===== src/rtl/line_render_scheduler_if.sv =====
// Job handshake between the line scheduler and the shared layer renderer.
interface line_render_scheduler_if #(
  parameter int unsigned LW = 2
);
  logic          rd_start;
  logic [LW-1:0] rd_layer;
  logic [8:0]    rd_line;
  logic          rd_buf;
  logic          rd_abort;
  logic          rd_done;

  modport master (
    output rd_start, rd_layer, rd_line, rd_buf, rd_abort,
    input  rd_done
  );

  modport slave (
    input  rd_start, rd_layer, rd_line, rd_buf, rd_abort,
    output rd_done
  );
endinterface


===== src/rtl/line_render_scheduler.sv =====
// Per-scanline scheduler: swaps ping-pong line buffers at each line boundary,
// launches one render job per enabled layer in ascending order, and aborts and
// counts lines whose jobs are still outstanding when the next line begins.
module line_render_scheduler #(
  parameter int unsigned LAYERS  = 4,
  parameter int unsigned VACTIVE = 240,
  parameter int unsigned CNTW    = 8,
  localparam int unsigned LW     = (LAYERS > 1) ? $clog2(LAYERS) : 1
) (
  input  logic                          clk,
  input  logic                          reset,
  input  logic                          lhbl,
  input  logic                          lvbl,
  input  logic [8:0]                    vrender,
  input  logic [LAYERS-1:0]             layer_en,
  input  logic                          clr_on_frame,
  line_render_scheduler_if.master       rd,
  output logic                          wr_sel,
  output logic                          rd_sel,
  output logic                          busy,
  output logic                          line_ready,
  output logic [CNTW-1:0]               overrun_cnt
);

  localparam logic [1:0] StIdle   = 2'd0;
  localparam logic [1:0] StLaunch = 2'd1;
  localparam logic [1:0] StWait   = 2'd2;

  localparam logic [9:0] VactLim = 10'(VACTIVE);

  logic [1:0]        state_q, state_d;
  logic              lhbl_l_q, lhbl_l_d;
  logic              lvbl_l_q, lvbl_l_d;
  logic              wr_sel_q, wr_sel_d;
  logic [8:0]        line_q, line_d;
  logic [LAYERS-1:0] mask_q, mask_d;
  logic [LW-1:0]     layer_q, layer_d;
  logic              line_ready_q, line_ready_d;
  logic              abort_q, abort_d;
  logic [CNTW-1:0]   cnt_q, cnt_d;

  logic              hb_edge, vb_rise, overrun;
  logic              nxt_found;
  logic [LW-1:0]     nxt_idx, first_idx;
  logic              launch_new;

  // Next-state logic: edge detect, layer sequencing, overrun handling, counter.
  always_comb begin
    lhbl_l_d     = lhbl;
    lvbl_l_d     = lvbl;
    hb_edge      = lhbl_l_q & ~lhbl;
    vb_rise      = ~lvbl_l_q & lvbl;

    state_d      = state_q;
    wr_sel_d     = wr_sel_q;
    line_d       = line_q;
    mask_d       = mask_q;
    layer_d      = layer_q;
    line_ready_d = 1'b0;
    abort_d      = 1'b0;
    cnt_d        = cnt_q;
    overrun      = 1'b0;

    // Lowest enabled layer above the current one, in the latched mask.
    nxt_found = 1'b0;
    nxt_idx   = '0;
    for (int i = LAYERS - 1; i >= 0; i--) begin
      if (mask_q[i] && (i > int'(layer_q))) begin
        nxt_found = 1'b1;
        nxt_idx   = LW'(i);
      end
    end

    // Lowest enabled layer of the incoming mask, for a fresh line.
    first_idx = '0;
    for (int i = LAYERS - 1; i >= 0; i--) begin
      if (layer_en[i]) first_idx = LW'(i);
    end
    launch_new = ({1'b0, vrender} < VactLim) && (layer_en != '0);

    unique case (state_q)
      StLaunch: state_d = StWait;
      StWait: begin
        if (rd.rd_done) begin
          if (nxt_found) begin
            layer_d = nxt_idx;
            state_d = StLaunch;
          end else begin
            line_ready_d = 1'b1;
            state_d      = StIdle;
          end
        end
      end
      default: ;
    endcase

    // Line boundary: a finish landing on this very cycle still counts as done.
    if (hb_edge) begin
      if (state_q != StIdle) begin
        if (!(state_q == StWait && rd.rd_done && !nxt_found)) begin
          abort_d = 1'b1;
          overrun = 1'b1;
        end
      end
      wr_sel_d = ~wr_sel_q;
      line_d   = vrender;
      mask_d   = layer_en;
      state_d  = StIdle;
      if (launch_new) begin
        layer_d = first_idx;
        state_d = StLaunch;
      end
    end

    if (overrun && (cnt_q != {CNTW{1'b1}})) cnt_d = cnt_q + CNTW'(1);
    if (vb_rise && clr_on_frame) cnt_d = '0;
  end

  // State registers with synchronous reset.
  always_ff @(posedge clk) begin
    if (reset) begin
      state_q      <= StIdle;
      lhbl_l_q     <= 1'b0;
      lvbl_l_q     <= 1'b0;
      wr_sel_q     <= 1'b0;
      line_q       <= '0;
      mask_q       <= '0;
      layer_q      <= '0;
      line_ready_q <= 1'b0;
      abort_q      <= 1'b0;
      cnt_q        <= '0;
    end else begin
      state_q      <= state_d;
      lhbl_l_q     <= lhbl_l_d;
      lvbl_l_q     <= lvbl_l_d;
      wr_sel_q     <= wr_sel_d;
      line_q       <= line_d;
      mask_q       <= mask_d;
      layer_q      <= layer_d;
      line_ready_q <= line_ready_d;
      abort_q      <= abort_d;
      cnt_q        <= cnt_d;
    end
  end

  assign rd.rd_start  = (state_q == StLaunch);
  assign rd.rd_layer  = layer_q;
  assign rd.rd_line   = line_q;
  assign rd.rd_buf    = wr_sel_q;
  assign rd.rd_abort  = abort_q;
  assign wr_sel       = wr_sel_q;
  assign rd_sel       = ~wr_sel_q;
  assign busy         = (state_q != StIdle);
  assign line_ready   = line_ready_q;
  assign overrun_cnt  = cnt_q;

endmodule

===== src/flat_wrapper.sv =====
// flat-port wrapper written by rule: the top's interface ports become plain ports
module line_render_scheduler_flat 
#(
  parameter int unsigned LAYERS  = 4,
  parameter int unsigned VACTIVE = 240,
  parameter int unsigned CNTW    = 8,
  localparam int unsigned LW     = (LAYERS > 1) ? $clog2(LAYERS) : 1
)
  (clk, reset, lhbl, lvbl, vrender, layer_en, clr_on_frame, wr_sel, rd_sel, busy, line_ready, overrun_cnt, rd_rd_start, rd_rd_layer, rd_rd_line, rd_rd_buf, rd_rd_abort, rd_rd_done);
  line_render_scheduler_if rd_i ();
  input  logic clk;
  input  logic reset;
  input  logic lhbl;
  input  logic lvbl;
  input  logic [8:0] vrender;
  input  logic [LAYERS-1:0] layer_en;
  input  logic clr_on_frame;
  output logic wr_sel;
  output logic rd_sel;
  output logic busy;
  output logic line_ready;
  output logic [CNTW-1:0] overrun_cnt;
  output wire logic [$bits(rd_i.rd_start)-1:0] rd_rd_start;
  output wire logic [$bits(rd_i.rd_layer)-1:0] rd_rd_layer;
  output wire logic [$bits(rd_i.rd_line)-1:0] rd_rd_line;
  output wire logic [$bits(rd_i.rd_buf)-1:0] rd_rd_buf;
  output wire logic [$bits(rd_i.rd_abort)-1:0] rd_rd_abort;
  input wire logic [$bits(rd_i.rd_done)-1:0] rd_rd_done;
  assign rd_rd_start = rd_i.rd_start;
  assign rd_rd_layer = rd_i.rd_layer;
  assign rd_rd_line = rd_i.rd_line;
  assign rd_rd_buf = rd_i.rd_buf;
  assign rd_rd_abort = rd_i.rd_abort;
  assign rd_i.rd_done = rd_rd_done;
  line_render_scheduler #(.LAYERS(LAYERS), .VACTIVE(VACTIVE), .CNTW(CNTW)) u_core (.clk(clk), .reset(reset), .lhbl(lhbl), .lvbl(lvbl), .vrender(vrender), .layer_en(layer_en), .clr_on_frame(clr_on_frame), .rd(rd_i), .wr_sel(wr_sel), .rd_sel(rd_sel), .busy(busy), .line_ready(line_ready), .overrun_cnt(overrun_cnt));
endmodule

===== config.mk =====
export PLATFORM = sky130hd
export DESIGN_NAME = line_render_scheduler_flat
export DESIGN_NICKNAME = d
export VERILOG_FILES = /design/src/rtl/line_render_scheduler_if.sv /design/src/rtl/line_render_scheduler.sv /design/src/flat_wrapper.sv
export SDC_FILE = /design/constraint.sdc
export NUM_CORES = 1
export LEC_CHECK = 0
export BUFFER_PORTS_ARGS = -buffer_cell sky130_fd_sc_hd__buf_2
export CAP_MARGIN = 20
export CORE_MARGIN = 2
export CORE_UTILIZATION = 50
export CTS_CLUSTER_SIZE = 10
export DETAILED_ROUTE_END_ITERATION = 8
export GPL_TIMING_DRIVEN = 0
export PLACE_DENSITY = 0.8
export SLEW_MARGIN = 20
export SYNTH_ARGS = -nofsm -noshare
export SYNTH_HDL_FRONTEND = slang
export SYNTH_SLANG_ARGS = --single-unit
export TNS_END_PERCENT = 50

===== constraint.sdc =====
create_clock -name clk -period 4.25 [get_ports clk]
set_input_delay 0.85 -clock clk [delete_from_list [all_inputs] [get_ports clk]]
set_output_delay 0.85 -clock clk [all_outputs]
set_load 0.005 [all_outputs]

# == Yosys cells after proc, flatten, opt, wreduce, memory -nomap -nowiden ==
# Index checks and enable logic that the tools add are counted.
# Widths: inputs -> output; s select.
# classes
n_reduce_logical,15
mul,0
div_mod_pow,0
bitwise,7
n_addsub,1
magnitude_cmp,4
shift,0
mux,24
n_eq_ne,4
# ops
op,count
$mux 2,14
$lt 9x8->1 const B,1
$mux 1,9
$add 8x1->8 const B,1
$logic_and 1x1->1,8
$ne 8x8->1 const B,1
$not 1->1,5
$gt 2x2->1 const A,2
$pmux 2 s2,1
$reduce_bool 4->1,1
$ne 3x2->1 const B,1
$reduce_bool 3->1,1
$reduce_or 3->1,1
$and 1x1->1,2
$eq 2x1->1 const B,1
$eq 2x2->1 const B,1
$gt 1x2->1 const A,1
$reduce_and 2->1,1
$reduce_bool 2->1,1
$reduce_or 2->1,1
$logic_not 1->1,1
# totals
mem_count,0
wordCells,65
mem_bits_ro,0
output_inout_bits,26
ff_bits,30
inputBits,19
ram_bits,0
latchBits,0

# == Logic depth before layout (Yosys ltp) ==
# logic_depth
word_depth,11
mapped_depth,7
mapped_depth_nobuf,5

# == Least setup slack after synthesis ==
# OpenSTA, ideal clock, no wires.
# synth_path
kind,input to register
from,input lhbl
to,"register u_core.cnt_q[4], in the netlist u_core.overrun_cnt[4]"
required_ns,4.180
setup_time_ns,0.070
path_slack_ns,2.279
n_path_buf,1
arrival_ns,1.901
stages,6
path_cell_list,nor2b_1 > buf_2 > o21ai_1 > a21o_1 > or4_1 > a21oi_1
# synth_via
elab_chain_len,4
# synth_rtl
element,line_no,rtl
from (decl),flat_wrapper.sv:13,input logic lhbl;
$not 1->1,line_render_scheduler.sv:51,hb_edge = lhbl_l_q & ~lhbl;
$and 1x1->1,line_render_scheduler.sv:51,
$mux 1,line_render_scheduler.sv:98,if (hb_edge) begin
$logic_and 1x1->1,line_render_scheduler.sv:115,if (overrun && (cnt_q != {CNTW{1'b1}})) cnt_d = cnt_q + CNTW'(1);
to (signal assigned),line_render_scheduler.sv:142,cnt_q <= cnt_d;
to (decl),line_render_scheduler.sv:40,"logic [CNTW-1:0] cnt_q, cnt_d;"
# No other way between the ends.
# A chain may end at the register's enable or synchronous reset.

# == Final worst setup path ==
# layout_path
from,input lhbl
to,"register u_core.cnt_q[6], in the netlist u_core.overrun_cnt[6]"
# The elaborated chain is that of the path after synthesis.

==> flow_metrics.py <==
metrics = {
    "outcome": {
        "outcome": "complete, no violations",
    },
    "sta": {
        "slew_headroom_pct": 62.3,
        "hold_viol_final": 0,
        "final.period_utilization_pct": 45.4,
        "worst_slew_pin_slew_ps": 563,
        "min_period_ps": 1930,
        "fmax_mhz": 518,
        "setup_viol": 0,
        "holdWs_ps": 456,
        "maxSlewViolCount": 0,
        "rsz0062_at_grt": "no",
        "setup_tns_ps": 0,
        "skew_ps": 4.69,
    },
    "cells_and_area": {
        "final_common_cell": "buf_2",
        "diodes": 0,
        "layout-drive-gt1-share_pct": 28.8,
        "nets": 228,
        "synthToLayoutAreaGrowth_pct": 24.4,
        "postLayoutCoreUtil_pct": 64.9,
        "final_cell_mix": "buf_2, nand2_1, dfxtp_1",
        "fin_cells": 238,
    },
    "synthesis": {
        "yosys-mux-area-fraction_pct": 1.56,
        "synth_top_cell_by_area": "dfxtp_1",
        "synth_area_per_cell_um2": 8.16,
        "syn-num-nets": 177,
        "synth_area_leaders": "dfxtp_1, nand2_1, a21oi_1",
        "synth-simple-area-share_pct": 27.4,
        "async_reset_ff_share_pct": 0,
        "synth_xor_area_share_pct": 0.684,
        "synth_cell_types": 35,
        "synth_area_mm2": 0.00128,
        "yosys_register_bits": 29,
        "synth_top_flop_cell": "dfxtp_1",
        "seq_area_frac_synth_pct": 45.3,
        "synth-compound-area-share_pct": 19.1,
        "synth_top_area_share_pct": 45.3,
        "synth_top_family_by_area": "simple AND/OR/NAND/NOR gates",
        "synth_fa_ha_area_share_pct": 0.977,
        "yosysWarnings": 0,
        "syn_inst": 157,
        "synth-edff-count": 0,
    },
    "power": {
        "clock_power_share_pct": 33.4,
        "p_leak_nw": 0.698,
        "switching_share_pct": 24.6,
        "power.total_w": 0.000504,
        "p_int_w": 0.000380,
        "switchingPower_w": 0.000124,
        "combPwrFrac_pct": 10.2,
        "power_density_mw_per_mm2": 316,
        "ir_worst_vdd_v": 0.000222,
        "seqPwrFrac_pct": 56.4,
    },
    "floorplan": {
        "dieArea_mm2": 0.00298,
        "num_rows": 18,
        "die_w_um": 54.6,
        "core_mm2": 0.00245,
        "die_h_um": 54.6,
        "start_util_pct": 52.2,
        "ioPinCount": 45,
    },
    "drt": {
        "avgRoutedWirePerCell_um": 12.7,
        "drc": 0,
        "finalWirelength_mm": 3.03,
        "dr.pass1.iters": 4,
        "drtIter0Drc": 16,
        "ant_nets": 0,
        "vias_per_cell": 5.32,
        "via_count": 1265,
    },
    "grt": {
        "grt_pass1_wl_mm": 4.82,
        "grt_pass1_vias": 1150,
        "antenna_found_initial": 0,
        "grt_overflow": 0,
        "grt_max_degree": 11,
        "grt_usage_pct": 22.8,
    },
    "clocking": {
        "hold_buffers": 0,
        "clockBufferDepth": 2,
        "cts_tree": "built",
        "clock_sinks": 29,
        "cts_setup_buffers": 0,
        "cts_resized": 0,
        "cts_root_buf": "clkbuf_4",
        "clk-insertion-delay-late_ps": 320,
        "clk_pin_slew_ps": 90,
        "cts_buffers": 5,
        "htree_levels": 2,
    },
    "flow_run": {
        "maxCapViolations": 0,
    },
    "setup_path": {
        "critPathLaunchType": "input port",
        "crit_buf_inv": 3,
        "setup.worst_path.class": "input port to flop",
        "path_delay_family": "compound AO/OA/AOI/OAI gates",
        "arrival_ps": 2160,
        "r2r_slack_ps": 2590,
        "worst_path_max_delay_cell": "o21ba_2",
        "max_stage_delay_ps": 220,
        "cp_data_required_time_ps": 4480,
        "crit_path_frequent_cell": "buf_2",
        "worstPathCellList": "buf_2 > nor2b_1 > buf_2 > o21ai_1 > a21o_1 > buf_2 > o21ba_2 > a211oi_1",
        "end_kind": "flop",
        "crit_fanout": 10,
    },
    "placement": {
        "place_inst": 231,
        "dp_hpwl_mm": 2.31,
        "gp_congestion": 0.786,
        "portBuffers": 44,
    },
    "min_path": {
        "hold_class": "flop to flop",
    },
}
==> cells by family (layout without fill, tap and decap cells) <==
logic type	after synthesis	in the layout
AOI/OAI and AO/OA	39	39
adders and majority gates	1	1
DFF	29	29
xor gates and xnor gates	1	1
muxes	2	2
buffers and inverters	13	64
and+or+nand+nor	72	72
==> metrics by stage <==
| step | area, um2 | setup WS, ps |
|---|---|---|
| after floorplan | 1280 | 2280 |
| after global placement | 1540 | 2050 |
| after detailed placement | 1540 | 1990 |
| after CTS | 1590 | 2320 |
| after global routing | 1590 | 2150 |
| final | 1590 | 2320 |
==> final timing paths <==
kind	startpoint	endpoint	cells past startpoint
worst max-delay path	lhbl	u_core.overrun_cnt[6]$_SDFFE_PP0P_	8
worst min-delay path	u_core.rd.rd_line[3]$_SDFFE_PP0P_	u_core.rd.rd_line[3]$_SDFFE_PP0P_	2
worst max register to register	u_core.mask_q[1]$_SDFFE_PP0P_	u_core.overrun_cnt[6]$_SDFFE_PP0P_	6
worst min register to register	u_core.rd.rd_line[3]$_SDFFE_PP0P_	u_core.rd.rd_line[3]$_SDFFE_PP0P_	2
==> cell type report <==
cell class                 count  area, um2
sequential                    29        581
multi-input combinational    115        638
inverter                       5       18.8
buffer                         8       43.8
tap                           30       37.5
fill                         228        861
clock buffer                   7       55.1
timing repair buffer          44        220
==> registers in the layout (all words and copies together), names as in the netlist, 2 cells and up <==
| name | cells |
|---|---|
| u_core.mask_q | 3 |
| u_core.overrun_cnt | 8 |
| u_core.rd.rd_layer | 2 |
| u_core.rd.rd_line | 9 |
| u_core.state_q | 2 |
==> worst reg2reg max path, cell delays in order (launching register included) <==
cell	delay, ps
dfxtp_1	360
nor2b_1	210
o21bai_1	130
a21o_1	230
buf_2	190
o21ba_2	220
a211oi_1	220
==> cell usage after synthesis (2+ instances only) <==
cell type  number
nand2_1        33
mux2i_1         2
a21oi_1        21
nor2b_1         6
nor3_1          6
nand2b_1        4
o21ai_0         2
buf_2           2
and4_4          2
clkbuf_1        4
dfxtp_1        29
o31ai_1         4
nor2_1         10
nand3_1         3
or4_1           3
nand3b_1        2
inv_1           5
o21bai_1        2
==> routing by layer <==
layer	part of all wire, %	up-vias	GRT usage, %
met1	45	579	28.9
met2	49	34	36.7
li1	-	647	-
met4	1.6	0	9.58
met5	0	-	0
met3	4.9	5	5.46
==> power by group through the flow <==
stage	Combinational [W]	Sequential, W	Clock (W)
after global placement	0.0000493	0.000290	0
final	0.0000513	0.000284	0.000168
after floorplan	0.0000271	0.000290	0
after CTS	0.0000514	0.000284	0.000172
after global routing	0.0000577	0.000285	0.000180
after detailed placement	0.0000512	0.000290	0
Power figures use the tool's default switching activity.
